## src/rtl/codel_control_law_seq.sv

```systemverilog
// CoDel control law: next_drop = time + interval / sqrt(count), computed over several
// cycles with a Newton-Raphson inverse square root and a one-entry cache of the last r.
module codel_control_law_seq #(
  parameter int unsigned TIME_W       = 32,
  parameter int unsigned COUNT_W      = 16,
  parameter int unsigned FRAC_W       = 16,
  parameter int unsigned NEWTON_ITERS = 4
) (
  input  logic               i__clk,
  input  logic               i__reset,
  input  logic               i__valid,
  output logic               o__ready,
  input  logic [TIME_W-1:0]  i__time,
  input  logic [TIME_W-1:0]  i__interval,
  input  logic [COUNT_W-1:0] i__count,
  input  logic               i__flush,
  output logic               o__valid,
  input  logic               i__out_ready,
  output logic [TIME_W-1:0]  o__output
);

  localparam int unsigned R_W   = FRAC_W + 1;
  localparam int unsigned R2_W  = 2 * R_W;
  localparam int unsigned T_W   = COUNT_W + R_W;
  localparam int unsigned K_W   = FRAC_W + 2;
  localparam int unsigned P_W   = R_W + K_W;
  localparam int unsigned S_W   = TIME_W + R_W;
  localparam int unsigned MSB_W = $clog2(COUNT_W) + 1;
  localparam int unsigned IT_W  = $clog2(NEWTON_ITERS) + 1;

  localparam logic [R_W-1:0] ONE_R   = {1'b1, {FRAC_W{1'b0}}};
  localparam logic [T_W-1:0] THREE_T = T_W'(3) << FRAC_W;

  typedef enum logic [2:0] {
    S_IDLE  = 3'd0,
    S_SEED  = 3'd1,
    S_ITER  = 3'd2,
    S_SCALE = 3'd3,
    S_DONE  = 3'd4
  } state_t;

  state_t               r_state;
  state_t               w_state_nx;
  logic [TIME_W-1:0]    r_time;
  logic [TIME_W-1:0]    r_interval;
  logic [COUNT_W-1:0]   r_count;
  logic [R_W-1:0]       r_r;
  logic [IT_W-1:0]      r_iter;
  logic                 r_ready;
  logic                 r_valid;
  logic [TIME_W-1:0]    r_output;
  logic                 r_c_valid;
  logic [COUNT_W-1:0]   r_c_count;
  logic [R_W-1:0]       r_c_r;

  logic                 w_accept;
  logic                 w_hit;
  logic [COUNT_W-1:0]   w_cnt_in;
  logic                 w_ld_seed;
  logic                 w_step;
  logic                 w_scale;
  logic [MSB_W-1:0]     w_msb;
  logic [R_W-1:0]       w_r0;
  logic [R_W-1:0]       w_y;
  logic [T_W-1:0]       w_t;
  logic [K_W-1:0]       w_k;
  logic [P_W-1:0]       w_rn;
  logic [R_W-1:0]       w_r_next;
  logic [TIME_W-1:0]    w_out;

  assign o__ready = r_ready;
  assign o__valid = r_valid;
  assign o__output = r_output;

  assign w_accept = (r_state == S_IDLE) & i__valid;
  assign w_cnt_in = (i__count == '0) ? COUNT_W'(1) : i__count;
  // A flush in the accept cycle must not be beaten by the stale cache entry.
  assign w_hit = r_c_valid & ~i__flush & (w_cnt_in == r_c_count);

  // Seed: r0 = 1.0 >> ceil-ish half of the count's MSB index.
  always_comb begin
    w_msb = '0;
    for (int i = 0; i < COUNT_W; i++) begin
      if (r_count[i]) w_msb = MSB_W'(i);
    end
    w_r0 = ONE_R >> ((MSB_W'(1) + w_msb) >> 1);
  end

  // One Newton step on r, truncating and saturated to 1.0.
  always_comb begin
    w_y = R_W'((R2_W'(r_r) * R2_W'(r_r)) >> FRAC_W);
    w_t = T_W'(r_count) * T_W'(w_y);
    w_k = (w_t >= THREE_T) ? '0 : K_W'(THREE_T - w_t);
    w_rn = (P_W'(r_r) * P_W'(w_k)) >> (FRAC_W + 1);
    w_r_next = (w_rn > P_W'(ONE_R)) ? ONE_R : R_W'(w_rn);
  end

  assign w_out = r_time + TIME_W'((S_W'(r_interval) * S_W'(r_r)) >> FRAC_W);

  always_ff @(posedge i__clk or posedge i__reset) begin
    if (i__reset) r_state <= S_IDLE;
    else          r_state <= w_state_nx;
  end

  always_comb begin
    w_state_nx = r_state;
    case (r_state)
      S_IDLE:  if (w_accept) w_state_nx = w_hit ? S_SCALE : S_SEED;
      S_SEED:  w_state_nx = S_ITER;
      S_ITER:  if (r_iter == IT_W'(NEWTON_ITERS - 1)) w_state_nx = S_SCALE;
      S_SCALE: w_state_nx = S_DONE;
      S_DONE:  if (i__out_ready) w_state_nx = S_IDLE;
      default: w_state_nx = S_IDLE;
    endcase
  end

  always_comb begin
    w_ld_seed = 1'b0;
    w_step    = 1'b0;
    w_scale   = 1'b0;
    case (r_state)
      S_SEED:  w_ld_seed = 1'b1;
      S_ITER:  w_step    = 1'b1;
      S_SCALE: w_scale   = 1'b1;
      default: ;
    endcase
  end

  // Datapath and registered handshake outputs.
  always_ff @(posedge i__clk or posedge i__reset) begin
    if (i__reset) begin
      r_time     <= '0;
      r_interval <= '0;
      r_count    <= '0;
      r_r        <= '0;
      r_iter     <= '0;
      r_ready    <= 1'b1;
      r_valid    <= 1'b0;
      r_output   <= '0;
    end else begin
      r_ready <= (w_state_nx == S_IDLE);
      r_valid <= (w_state_nx == S_DONE);
      if (w_accept) begin
        r_time     <= i__time;
        r_interval <= i__interval;
        r_count    <= w_cnt_in;
        if (w_hit) r_r <= r_c_r;
      end
      if (w_ld_seed) begin
        r_r    <= w_r0;
        r_iter <= '0;
      end
      if (w_step) begin
        r_r    <= w_r_next;
        r_iter <= r_iter + IT_W'(1);
      end
      if (w_scale) r_output <= w_out;
    end
  end

  // Cache; a flush on the same edge as the write leaves it invalid.
  always_ff @(posedge i__clk or posedge i__reset) begin
    if (i__reset) begin
      r_c_valid <= 1'b0;
      r_c_count <= '0;
      r_c_r     <= '0;
    end else begin
      if (w_scale) begin
        r_c_count <= r_count;
        r_c_r     <= r_r;
      end
      if (i__flush)     r_c_valid <= 1'b0;
      else if (w_scale) r_c_valid <= 1'b1;
    end
  end

endmodule
```

## config.mk

```make
export PLATFORM = sky130hd
export DESIGN_NAME = codel_control_law_seq
export DESIGN_NICKNAME = d
export VERILOG_FILES = /design/src/rtl/codel_control_law_seq.sv
export SDC_FILE = /design/constraint.sdc
export NUM_CORES = 2
export LEC_CHECK = 0
export BUFFER_PORTS_ARGS = -buffer_cell sky130_fd_sc_hd__buf_4
export CORE_MARGIN = 4
export CORE_UTILIZATION = 40
export DETAILED_ROUTE_END_ITERATION = 8
export SLEW_MARGIN = 15
export SYNTH_ARGS = -nofsm -noshare
export SYNTH_HDL_FRONTEND = slang
export SYNTH_SLANG_ARGS = --single-unit
```

## constraint.sdc

```tcl
create_clock -name i__clk -period 34.1 [get_ports i__clk]
set_input_delay 1.705 -clock i__clk [delete_from_list [all_inputs] [get_ports i__clk]]
set_output_delay 1.705 -clock i__clk [all_outputs]
set_load 0.02 [all_outputs]
```

==> results.yml <==
timing:
  timing_worst_slew_pin_value_ns: 1.244
  finClkSkew_ns: 0.01828
  hold_viol_final: 0
  final_max_slew_violation_count: 0
  achievable-frequency_ghz: 0.04455
  relative_slew_slack_pct: 17.00
  setup_violations: 0
  period_needed_ns: 22.45
  worst_hold_slack_ns: 0.4846
  rsz0062_at_grt: "no"
  totalNegativeSetupSlack_ns: 0
  fraction_of_the_cycle_the_final_worst_path_needs_pct: 65.82
yosys:
  synth-warning-count: 0
  syn-mean-instance-area_sq_um: 9.064
  yosysTopAreaCellShare_pct: 42.26
  seq_area_frac_synth_pct: 8.352
  synth-edff-count: 0
  synth_async_sr_flop_share_pct: 100.0
  syn-instance-count: 5654
  synth_area_leaders: "sky130_fd_sc_hd__fa_1 (42%), sky130_fd_sc_hd__ha_1 (11%), sky130_fd_sc_hd__inv_1 (8.9%)"
  postSynth.topFlopCell: "sky130_fd_sc_hd__dfrtp_1"
  synth_area_leader_cell: "sky130_fd_sc_hd__fa_1"
  netlist-cell-type-count: 74
  syn_nets: 7288
  synth_seq_cells: 171
  synth.cell_area_sq_um: 51250
clock_network:
  clk_transition_reported_paths_ns: 0.07
  cts_num_sinks: 171
  tritoncts.num_buffers: 17
  hold_buffers: 0
  clk_latency_ns: 0.52
  max-clock-path-buffers: 2
  ctsResizeCount: 0
  cts_tree: "built"
  clock_tree.root_cell: "sky130_fd_sc_hd__clkbuf_16"
  htree_num_levels: 4
  cts_setup_buffers: 0
worst_setup_path:
  worst_setup_path_start_kind: "register"
  cpPeakStageDelay_ns: 1.04
  setup.worst_path.class: "reg2reg"
  crit_path_max_fo: 125
  timing.critical_path.mode_cell: "sky130_fd_sc_hd__fa_1"
  critPathSlowestCell: "sky130_fd_sc_hd__dfrtp_2"
  critPathArrivalTime_ns: 22.86
  timing.critical_path.to_type: "register"
  cp.required_ns: 34.52
grt:
  grt_overflow: 0
  antenna_found_initial: 3
  via_count_of_the_first_global_routing_pass: 41000
  global_route_wire_length_before_repair_microns: 216100
  pin_count_of_the_biggest_net_entering_global_routing: 126
  global_route.usage.total_pct: 19.79
drt:
  drt.antenna.violating_nets: 0
  dr.first_iter.drc_count: 2296
  detail_route.vias_per_cell: 5.187
  dr_total_vias: 37430
  totalWireLength_microns: 127400
  drcViolationCount: 0
  drtPass1Iterations: 6
  wire_per_inst_microns: 17.65
die:
  die_w_microns: 365.9
  floorplan.core_area_sq_um: 127400
  die_height_microns: 365.9
  rows: 131
  starting_density_of_the_core_pct: 40.24
  floorplan.die_area_sq_um: 133900
  num_io_pins: 119
placement:
  placedCellCount: 7184
  global_placement_routability_congestion: 0.8492
  buffers_added_on_ports: 118
  dp_area_sq_um: 53580
  hpwlAfterDp_microns: 98760
outcome:
  outcome: "finished clean"
min_path:
  hold_path_class: "reg2reg"
finish:
  post_route_cells_drive_above_1_share_pct: 6.554
  final_area_sq_um: 54150
  layout.filler_cells: 12490
  most_used_cells_in_the_layout_excluding_fill_and_tap_cells: "sky130_fd_sc_hd__inv_1 (1220), sky130_fd_sc_hd__fa_1 (1082), sky130_fd_sc_hd__nand2_1 (741), sky130_fd_sc_hd__ha_1 (467), sky130_fd_sc_hd__and2_1 (325)"
  final-instance-count-excl-fill: 7217
  mostFrequentLayoutCell: "sky130_fd_sc_hd__inv_1"
  areaGrowthSynthToFinish_pct: 5.661
  finish.net_count: 7175
flow_run:
  drv.max_cap_violation_count: 0
[worst paths after layout]
kind                                       end          start  depth (start not counted)  slack (ns)
worst max-delay path                    r_r[6]        r_r[11]                         74       11.65
worst min-delay path             o__output[12]  o__output[12]                          2        0.48
worst max register to register          r_r[6]        r_r[11]                         74       11.65
worst min register to register   o__output[12]  o__output[12]                          2        0.48
max in group asynchronous               r_r[1]       i__reset                          3       31.62
min in group asynchronous       r_interval[31]       i__reset                          2        1.14
[critical path: cells and delay by family (launching register included)]
family / cells / cell delay, ns
xor+xnor: 2 / 0.31
fa+ha+maj: 21 / 9.59
buf+inv: 21 / 3.85
simple gates: 11 / 3.55
flops: 1 / 1.04
compound gates: 18 / 3.68
mux: 1 / 0.17
[synth_stat cells (106+ instances only)]
cell                       count
sky130_fd_sc_hd__a21oi_1     124
sky130_fd_sc_hd__and2_1      325
sky130_fd_sc_hd__and3_1      136
sky130_fd_sc_hd__clkbuf_1    285
sky130_fd_sc_hd__dfrtp_1     170
sky130_fd_sc_hd__fa_1       1082
sky130_fd_sc_hd__ha_1        467
sky130_fd_sc_hd__inv_1      1221
sky130_fd_sc_hd__nand2_1     741
sky130_fd_sc_hd__nand3_1     220
sky130_fd_sc_hd__nor2_1      110
sky130_fd_sc_hd__xnor2_1     106
[state kept, by name, indices dropped and copies added (netlist names), 3 cells and up]
| signal | cells |
|---|---|
| r_interval | 32 |
| r_c_r | 17 |
| r_iter | 3 |
| r_count | 16 |
| r_time | 32 |
| r_r | 17 |
| o__output | 32 |
| r_state | 3 |
| r_c_count | 16 |
[per-stage QoR]
stage	util [%]	setup slack, ns
after global routing	42.52	10.28
after CTS	42.52	11.75
after detailed placement	42.07	11.82
after global placement	42.06	12.17
after floorplan	-	15.67
final	42.52	11.65
[metal layers]
layer | global-route usage, % | routed length, microns | share of wire [%]
met5 | 0 | 0 | 0
met4 | 5.462 | 3066 | 2.4
met3 | 1.637 | 5469 | 4.3
met2 | 34.33 | 63270 | 50
met1 | 26.65 | 55600 | 44
[cell type report]
type	count	area [sq um]	area share (%)
inverter	1223	4598	8.491
antenna	1	2.502	0.004621
tap	1662	2079	3.840
clock inverter	13	133.9	0.2472
timing repair buffer	188	1411	2.606
multi-input combinational	3940	41190	76.06
clock buffer	19	432.9	0.7994
sequential	171	4304	7.948
[kinds of logic after synthesis]
logic type | Yosys count | share of synthesized area, %
simple gates | 1672 | 15.81
fa+ha+maj | 1549 | 53.67
buf+inv | 1543 | 11.38
compound gates | 444 | 5.591
flops | 171 | 8.352
xor+xnor | 170 | 2.905
mux | 105 | 2.297
Power is not shown: default switching activity piles up to over one toggle a cycle in this logic, so the estimate is an artifact.
